==> src/rtl/reg_file_scoreboard.sv <==
// rtl/reg_file_scoreboard.sv - register file with per-register pending-write scoreboard (optional RF_BYPASS_EN write-through forwarding)
module reg_file_scoreboard #(
  parameter int WIDTH       = 16,
  parameter int ADDR_WIDTH  = 2,
  parameter int HARDWIRE_R0 = 0
) (
  input  logic                  clk,
  input  logic                  reset_n,
  input  logic [ADDR_WIDTH-1:0] rd_addr1,
  input  logic [ADDR_WIDTH-1:0] rd_addr2,
  output logic [WIDTH-1:0]      rd_data1,
  output logic [WIDTH-1:0]      rd_data2,
  output logic                  rd_busy1,
  output logic                  rd_busy2,
  input  logic                  wr_en,
  input  logic [ADDR_WIDTH-1:0] wr_addr,
  input  logic [WIDTH-1:0]      wr_data,
  input  logic                  issue_en,
  input  logic [ADDR_WIDTH-1:0] issue_addr,
  input  logic                  flush,
  output logic                  pending_any
);

  localparam int DEPTH = 1 << ADDR_WIDTH;

  logic [WIDTH-1:0] regs_q [DEPTH];
  logic [DEPTH-1:0] pending_q;
  logic [DEPTH-1:0] pending_d;
  logic             wr_ok;
  logic             issue_ok;

  // Accesses to a hardwired r0 are dropped here so r0 storage and pending bit never change
  assign wr_ok    = wr_en    && !((HARDWIRE_R0 != 0) && (wr_addr    == '0));
  assign issue_ok = issue_en && !((HARDWIRE_R0 != 0) && (issue_addr == '0));

  // Scoreboard next state: writeback clears, issue sets afterwards so a colliding issue wins; flush overrides all
  always_comb begin
    pending_d = pending_q;
    if (wr_ok) begin
      pending_d[wr_addr] = 1'b0;
    end
    if (flush) begin
      pending_d = '0;
    end else if (issue_ok) begin
      pending_d[issue_addr] = 1'b1;
    end
  end

  // Pending vector register
  always_ff @(posedge clk or negedge reset_n) begin
    if (!reset_n) begin
      pending_q <= '0;
    end else begin
      pending_q <= pending_d;
    end
  end

  // Data array; flush does not block a writeback
  always_ff @(posedge clk or negedge reset_n) begin
    if (!reset_n) begin
      for (int i = 0; i < DEPTH; i++) begin
        regs_q[i] <= '0;
      end
    end else if (wr_ok) begin
      regs_q[wr_addr] <= wr_data;
    end
  end

  // Read port 1: array lookup, optional same-cycle forwarding of the writeback, r0 override
  always_comb begin
    rd_data1 = regs_q[rd_addr1];
    rd_busy1 = pending_q[rd_addr1];
`ifdef RF_BYPASS_EN
    // Forwarded data is valid for this reader even if a same-cycle issue re-arms the pending bit
    if (wr_ok && (wr_addr == rd_addr1)) begin
      rd_data1 = wr_data;
      rd_busy1 = 1'b0;
    end
`endif
    if ((HARDWIRE_R0 != 0) && (rd_addr1 == '0)) begin
      rd_data1 = '0;
      rd_busy1 = 1'b0;
    end
  end

  // Read port 2: same structure as port 1
  always_comb begin
    rd_data2 = regs_q[rd_addr2];
    rd_busy2 = pending_q[rd_addr2];
`ifdef RF_BYPASS_EN
    if (wr_ok && (wr_addr == rd_addr2)) begin
      rd_data2 = wr_data;
      rd_busy2 = 1'b0;
    end
`endif
    if ((HARDWIRE_R0 != 0) && (rd_addr2 == '0)) begin
      rd_data2 = '0;
      rd_busy2 = 1'b0;
    end
  end

  // Any producer in flight
  assign pending_any = |pending_q;

endmodule

==> config.mk <==
export PLATFORM = sky130hd
export DESIGN_NAME = reg_file_scoreboard
export DESIGN_NICKNAME = d
export VERILOG_FILES = /design/src/rtl/reg_file_scoreboard.sv
export SDC_FILE = /design/constraint.sdc
export NUM_CORES = 1
export LEC_CHECK = 0
export CORE_ASPECT_RATIO = 0.7
export CORE_MARGIN = 4
export CORE_UTILIZATION = 57
export DETAILED_ROUTE_END_ITERATION = 10
export GPL_TIMING_DRIVEN = 0
export HOLD_SLACK_MARGIN = 0.05
export PLACE_DENSITY = 0.86
export SLEW_MARGIN = 20
export SYNTH_ARGS = -nofsm -noshare
export SYNTH_HDL_FRONTEND = slang
export SYNTH_SLANG_ARGS = --single-unit
export TNS_END_PERCENT = 10
==> constraint.sdc <==
create_clock -name clk -period 3.3 [get_ports clk]
set_input_delay 0.99 -clock clk [delete_from_list [all_inputs] [get_ports clk]]
set_output_delay 0.99 -clock clk [all_outputs]
set_load 0.05 [all_outputs]
# After elaboration in Yosys (flattened, before gate mapping)
# Index checks and enable logic that the tools add are counted.
dict set report totals {
  input_bits 29
  out_inout_bits 35
  regBits 68
  elab_cells 45
}
dict set report op_classes {
  n_reduce_logical 4
  mux 20
  bitwise 6
  magnitude_cmp 10
}
# op n
set op_table {}
lappend op_table {{2-to-1 mux 16 bit} 5}
lappend op_table {{binary-select mux 16 bit (select 2 bit)} 2}
lappend op_table {{bitwise mux 64 bit} 1}
lappend op_table {{demux 16 bit (select 2 bit)} 1}
lappend op_table {{less-than comparator 2 x 3 -> 1 bit, second input constant} 4}
lappend op_table {{2-to-1 mux 4 bit} 3}
lappend op_table {{>= comparator 3 bit, second input constant} 3}
lappend op_table {{NOT 2 -> 3 bit} 3}
lappend op_table {{bitwise AND 4 bit} 1}
lappend op_table {{binary-select mux 1 bit (select 2 bit)} 2}
lappend op_table {{demux 1 bit (select 2 bit)} 2}
lappend op_table {{>= comparator 2 x 1 -> 1 bit, second input constant} 2}
lappend op_table {{2-to-1 mux 1 bit} 4}
lappend op_table {{NOT 4 bit} 1}
lappend op_table {{OR 4 bit} 1}
lappend op_table {{OR reduction 4 bit} 1}
lappend op_table {{logical AND 1 bit} 3}
lappend op_table {{less-than comparator 3 x 1 -> 1 bit, second input constant} 1}

# Logic depth before layout (Yosys ltp)
# Gate-level depths: netlist of run 1.
dict set report logic_depth {
  depth_word 10
  depth_mapped 4
  depth_no_buf 2
}

# Least setup slack after synthesis of run 1
# Ideal clock, no wire load.
dict set report synth_path {
  path_type {input-to-output}
  startpoint {input rd_addr1[0]}
  endpoint {output rd_data1[10]}
  path_stages 3
  arrival_time_ns 2.011
  path_slack_ns 0.299
  n_path_buf 2
  t_required_ns 2.310
  cell_sequence {buf_4 buf_6 mux4_2}
}
dict set report synth_between {
  elab_chain_cells 4
}
# element line_no
set synth_rtl {}
lappend synth_rtl {{from (decl)} 9} ;# input logic [ADDR_WIDTH-1:0] rd_addr1,
lappend synth_rtl {{NOT 2 -> 3 bit (implied by the code)} 71} ;# rd_data1 = regs_q[rd_addr1];
lappend synth_rtl {{binary-select mux 16 bit (select 2 bit)} 71}
lappend synth_rtl {{2-to-1 mux 16 bit (implied by the code) (2 in a row)} 71}
lappend synth_rtl {{to (decl)} 11} ;# output logic [WIDTH-1:0] rd_data1,
# Every way passes these cells. The select of a mux whose other input is x is not followed.

# Final worst setup path of run 1
dict set report layout_path {
  startpoint {input rd_addr1[0]}
  endpoint {output rd_data1[8]}
}
# Same word-level chain as after synthesis.

==> results of run 1 <==
==> worst max-delay path: cells and delay by family <==
kind,cells,cell delay [ps]
buffers and inverters,3,860
muxes,1,530
==> sequential cells by signal (all words and copies together), names as in the netlist <==
register / cells
pending_q: 4
regs_q: 64
==> worst max path at each step <==
stage / from / to / cells past startpoint
after floorplan: rd_addr1[0] / rd_data1[10] / 3
after global placement: reset_n / regs_q[10]$_DFFE_PN0P_ / 1
after detailed placement: rd_addr1[0] / rd_data1[8] / 4
after CTS: rd_addr1[0] / rd_data1[8] / 4
after global routing: rd_addr1[0] / rd_data1[8] / 4
final: rd_addr1[0] / rd_data1[8] / 4
==> stage by stage <==
stage	power [mW]	area [um2]
after detailed placement	2.15	4240
after CTS	2.88	4420
final	2.85	4420
after floorplan	1.81	3530
after global routing	2.98	4420
after global placement	2.11	4220
==> placed cells by master, fill, tap and decap left out, drive strengths merged, types with 3 or more instances in the layout <==
master          n
mux4           34
clkdlybuf4s50  24
dlygate4sd2    31
o32ai           3
nand2b          4
dfrtp          68
clkbuf         15
buf            17
mux2           64
==> repair_timing <==
| action | in CTS | in global routing |
|---|---|---|
| cloned | 0 | 0 |
| hold buffers | 0 | 0 |
| setup endpoints to repair | 34 | 18 |
| resized for setup | 42 | 2 |
==> layout make-up <==
class | count | share of cell area [%]
buffer | 15 | 3.40
inverter | 2 | 0.170
timing repair buffer | 60 | 12.5
multi-input combinational | 113 | 37.9
clock inverter | 4 | 1.59
clock buffer | 12 | 3.74
sequential | 68 | 38.5
tap | 75 | 2.12
==> metal layers <==
layer | vias up | wire length, um | GRT usage, % | share of wire [%]
li1 | 918 | - | - | -
met2 | 84 | 3680 | 34.6 | 47
met1 | 1127 | 3390 | 33.0 | 43
met3 | 11 | 627 | 6.26 | 8.0
met5 | - | 0 | 0 | 0
met4 | 0 | 104 | 7.71 | 1.3
==> cell families after synthesis <==
family                 count (synthesis)  share of synthesized area [%]
AOI/OAI and AO/OA                      4                          0.885
buffers and inverters                 17                           4.46
and+or+nand+nor                       11                           2.51
DFF                                   68                           48.2
muxes                                 98                           44.0
==> power by group through the flow <==
stage          registers (mW)  clock network (mW)  logic (mW)
6_report                 1.10               0.800       0.956
3_5_place_dp             1.11                   0        1.04
2_1_floorplan            1.07                   0       0.744
3_3_place_gp             1.10                   0        1.02
4_1_cts                  1.09               0.813       0.968
5_1_grt                  1.12               0.851        1.01
==> flow_summary.ini, run 1 <==
[status]
status = complete, but fails checks
violations = negative setup slack

[timing]
setup_viol = 17
hold_viol_final = 0
min_period_ps = 3380
slew_headroom_pct = 63.1
tightest_slew_ps = 553
slew_viol_final = 0
grt_setup_unrepaired = yes
setup_slack_ps = -78.9
fin_skew_ps = 0
tns_ps = -1010
holdWs_ps = 532
period_share_pct = 102
fmax_ghz = 0.296

[cts]
clkTransAtPathRegs_ps = 70
clock_latency_ps = 350
numCtsBuffers = 9
clock_sinks = 68
cts_tree = done
clockBufferDepth = 2
postCtsSetupBuffers = 0
cts_root_buf = clkbuf_8
htreeDepth = 3

[global_route]
grt_pass1_wl_mm = 12.5
grt_overflow_total = 0
track_usage_pct = 23.0
first_global_vias = 2288
grt_max_degree = 42
antenna_found_initial = 0

[worst_hold_path]
hold_path_end = regs_q[16]$_DFFE_PN0P_
worstHoldStart = regs_q[16]$_DFFE_PN0P_
holdPathStages = 1
hold_path.class = flop to flop

[routing]
drtIter0Drc = 70
wl_per_cell_um = 22.3
num_vias = 2140
drt-total-wl_mm = 7.80
drcViolationCount = 0
avgViaCountPerCell = 6.13
antenna_left = 0
dr.pass1.iters = 4

[die]
core_area_um2 = 5870
io_pins = 64
dieArea_um2 = 7540
dieWidth_um = 102
fp.dieH_um = 73.9
rows = 23
start_util_pct = 60.2

[finish]
areaGrowthSynthToFinish_pct = 25.0
drive_gt1_share_pct = 49.6
finalNetCount = 298
nFillCells = 390
diodes = 0
seq_area_um2 = 1700
final_util_pct = 75.2
multiInputGateArea_um2 = 1670
instances_no_fill = 349

[power]
powerDensity_nw_per_um2 = 646
internal_power_mw = 1.89
p_seq_share_pct = 38.5
clkPwrFrac_pct = 28.0
power.leakage_nw = 1.88
netSwitchingFraction_pct = 33.9
p_comb_share_pct = 33.5
power_switching_mw = 0.969
ir_drop_mv = 0.363

[yosys]
avgSynthCellArea_um2 = 17.8
synth_nets = 227
synthFlopType = dfrtp_1
synth_top_area_cell = dfrtp_1
ys_warn_count = 0
ys_top_cells_by_count = dfrtp_1, mux2_2, mux4_2, mux2_4, buf_6
synth_top_area_share_pct = 48.2
synth_area_leaders = dfrtp_1, mux4_2, mux2_2
synth_edf_count = 0
synth_seq_cells = 68
synth_cells = 198
synthArstFlopShare_pct = 100
yosysMostFrequentCell = dfrtp_1
ys_types = 19
yosysSeqAreaShare_pct = 48.2
synth_area_um2 = 3530

[setup_path]
slowest_delay_ps = 530
crit_type = primary input to output port
reg2reg_depth = 2
path_cells = buf_4 -> buf_6 -> mux4_2 -> dlygate4sd2_1
crit_required_ps = 2310
ff2ff_setup_slack_ps = 2480
cp-end-kind = output port
timing.rr.end = pending_q[1]$_DFF_PN0_
worst_path_max_delay_cell = mux4_2
r2r_start = pending_q[1]$_DFF_PN0_
worstSetupStartpointType = primary input
critPathArrivalTime_ps = 2390
critPathMaxFanout = 10

[placed_design]
dp_hpwl_mm = 5.36
placedCellCount = 333
post-place-ws_ps = -393
gpl.final_weighted_congestion = 0.754
portBuffers = 59

[flow_run]
max-cap-violations = 0
No activity file was read; power rests on OpenSTA's default activity.
==> run 2, diff against run 1 <==
--- a/config.mk
+++ b/config.mk
@@ -7,11 +7,12 @@
 export LEC_CHECK = 0
 export CORE_ASPECT_RATIO = 0.7
 export CORE_MARGIN = 4
-export CORE_UTILIZATION = 57
+export CORE_UTILIZATION = 53
+export CTS_CLUSTER_SIZE = 40
 export DETAILED_ROUTE_END_ITERATION = 10
 export GPL_TIMING_DRIVEN = 0
 export HOLD_SLACK_MARGIN = 0.05
-export PLACE_DENSITY = 0.86
+export PLACE_DENSITY = 0.81
 export SLEW_MARGIN = 20
 export SYNTH_ARGS = -nofsm -noshare
 export SYNTH_HDL_FRONTEND = slang
==> constraint.sdc (replaced) <==
create_clock -name clk -period 3.4 [get_ports clk]
set_input_delay 1.02 -clock clk [delete_from_list [all_inputs] [get_ports clk]]
set_output_delay 1.02 -clock clk [all_outputs]
set_load 0.05 [all_outputs]
==> flow_summary.ini, run 2 (synthesis gave the netlist of run 1 again) <==
[setup_path]
worstSetupStartpointType = primary input
critPathMaxFanout = 10
critPathArrivalTime_ps = 2410
crit_family = buffers and inverters
reg2reg_depth = 2
ff2ff_setup_slack_ps = 2570
slowest_delay_ps = 530
crit_type = primary input to output port
path_depth = 4
critPathBufInv = 3
cp-end-kind = output port
worst_path_max_delay_cell = mux4_2
crit_required_ps = 2380
path_cells = buf_4 -> buf_6 -> mux4_2 -> dlygate4sd2_1

[global_route]
use_met3_pct = 8.13
track_usage_pct = 20.4
met1_usage_pct = 29.7
grt_pass1_wl_mm = 12.5
antenna_found_initial = 0
first_global_vias = 2233
grt_max_degree = 37
grt.busiest_layer = met2
grt_overflow_total = 0
met2_usage_pct = 29.7

[cts]
cts_tree = done
postCtsHoldBufs = 0
clock_latency_ps = 330
clkTransAtPathRegs_ps = 60
clockBufferDepth = 2
htreeDepth = 3
cts_root_buf = clkbuf_8
clock_sinks = 68
postCtsSetupBuffers = 0
numCtsBuffers = 9

[placed_design]
portBuffers = 59
gpl.final_weighted_congestion = 0.747
post_dp_cell_area_um2 = 4260
post-place-ws_ps = -348
dp_hpwl_mm = 5.34

[power]
ir_drop_mv = 0.421
power.leakage_nw = 1.84
powerDensity_nw_per_um2 = 587

[die]
io_pins = 64
dieWidth_um = 106
fp.dieH_um = 76.3
rows = 24
start_util_pct = 55.8
dieArea_um2 = 8060
core_area_um2 = 6340

[finish]
drive_gt1_share_pct = 48.5
largestRegisters = regs_q: 64 flops, pending_q: 4 flops
layout_commonest_cell = dfrtp_1
largest_reg_flops = 64
diodes = 0
fin_area_um2 = 4370
final_cell_mix = dfrtp_1, mux2_2, mux4_2, dlygate4sd2_1, clkdlybuf4s50_1
nFillCells = 441
areaGrowthSynthToFinish_pct = 23.8
finalNetCount = 298
top_register = regs_q

[flow_run]
max-cap-violations = 0

[routing]
avgViaCountPerCell = 5.87
drt-total-wl_mm = 7.57
num_vias = 2141
antenna_left = 0
wl_per_cell_um = 20.7
drtIter0Drc = 65
dr.pass1.iters = 4
drcViolationCount = 0

[timing]
slew_viol_final = 0
grt_setup_unrepaired = yes
fin_skew_ps = 0
tightest_slew_ps = 554
setup_slack_ps = -27.2
hold_viol_final = 0
period_share_pct = 101
setup_viol = 13
min_period_ps = 3430
fmax_ghz = 0.292
slew_headroom_pct = 63.0

[worst_hold_path]
hold_path.class = flop to flop
holdPathStages = 1

[status]
violations = negative setup slack
status = complete, but fails checks
-- run 2: cell count changes in the layout (fill, tap and decap cells not counted), sizes merged --
cell,change
clkbuf,+3
clkdlybuf4s15,+2
buf,-2
dlygate4sd2,-1
bufinv,-2
-- run 2: repair_timing --
item                                    in CTS  in global routing
pin swaps                                    0                  0
resized for setup                           38                  4
endpoints found under the hold margin        0                  0
endpoints found under the setup margin      34                 20
-- run 2: worst reg2reg max path, stage by stage, from the launching register on --
cell and delay (ps):
dfrtp_1 400, inv_1 60, o32ai_1 270
-- run 2: per-layer routing --
layer  vias to the layer above  routed length, um
li1                        920                  -
met1                      1151               3480
met2                        68               3530
met3                         2                541
met4                         0                 19
met5                         -                  0
-- run 2: layout make-up --
type                    instances  area, um2  area share [%]
flip-flops and latches         68       1700            38.9
clock buffers                  14        153            3.49
inverters                       2       7.51           0.172
multi-input cells             113       1670            38.3
clock inverters                 2       10.0           0.229
repair buffers                 60        563            12.9
well taps                      91        114            2.60
plain buffers                  15        150            3.43
-- run 2: worst paths after layout --
kind,to,startpoint
min in group asynchronous,regs_q[34]$_DFFE_PN0P_,reset_n
worst max register to register,pending_q[3]$_DFF_PN0_,pending_q[3]$_DFF_PN0_
worst min-delay path,regs_q[4]$_DFFE_PN0P_,regs_q[4]$_DFFE_PN0P_
worst min register to register,regs_q[4]$_DFFE_PN0P_,regs_q[4]$_DFFE_PN0P_
max in group asynchronous,regs_q[25]$_DFFE_PN0P_,reset_n
worst max-delay path,rd_data2[8],rd_addr2[0]
-- run 2: where the power goes --
group | switching (mW) | leakage, nW | total (mW) | internal, mW
sequential | 0.110 | 0.811 | 1.07 | 0.957
clock | 0.285 | 0.0844 | 0.569 | 0.284
combinational | 0.524 | 0.946 | 0.929 | 0.406
-- run 2: through the flow --
step / setup TNS [ps] / power, mW / utilization, % / hold slack, ps / instances
after floorplan: 0 / 1.76 / - / 492 / 198
after global placement: -76460 / 2.05 / 66.9 / 501 / 348
after detailed placement: -7360 / 2.08 / 67.2 / 513 / 349
after CTS: -600 / 2.59 / 69.1 / 528 / 365
after global routing: -1220 / 2.69 / 69.0 / 539 / 365
final: -173 / 2.56 / 69.0 / 528 / 365
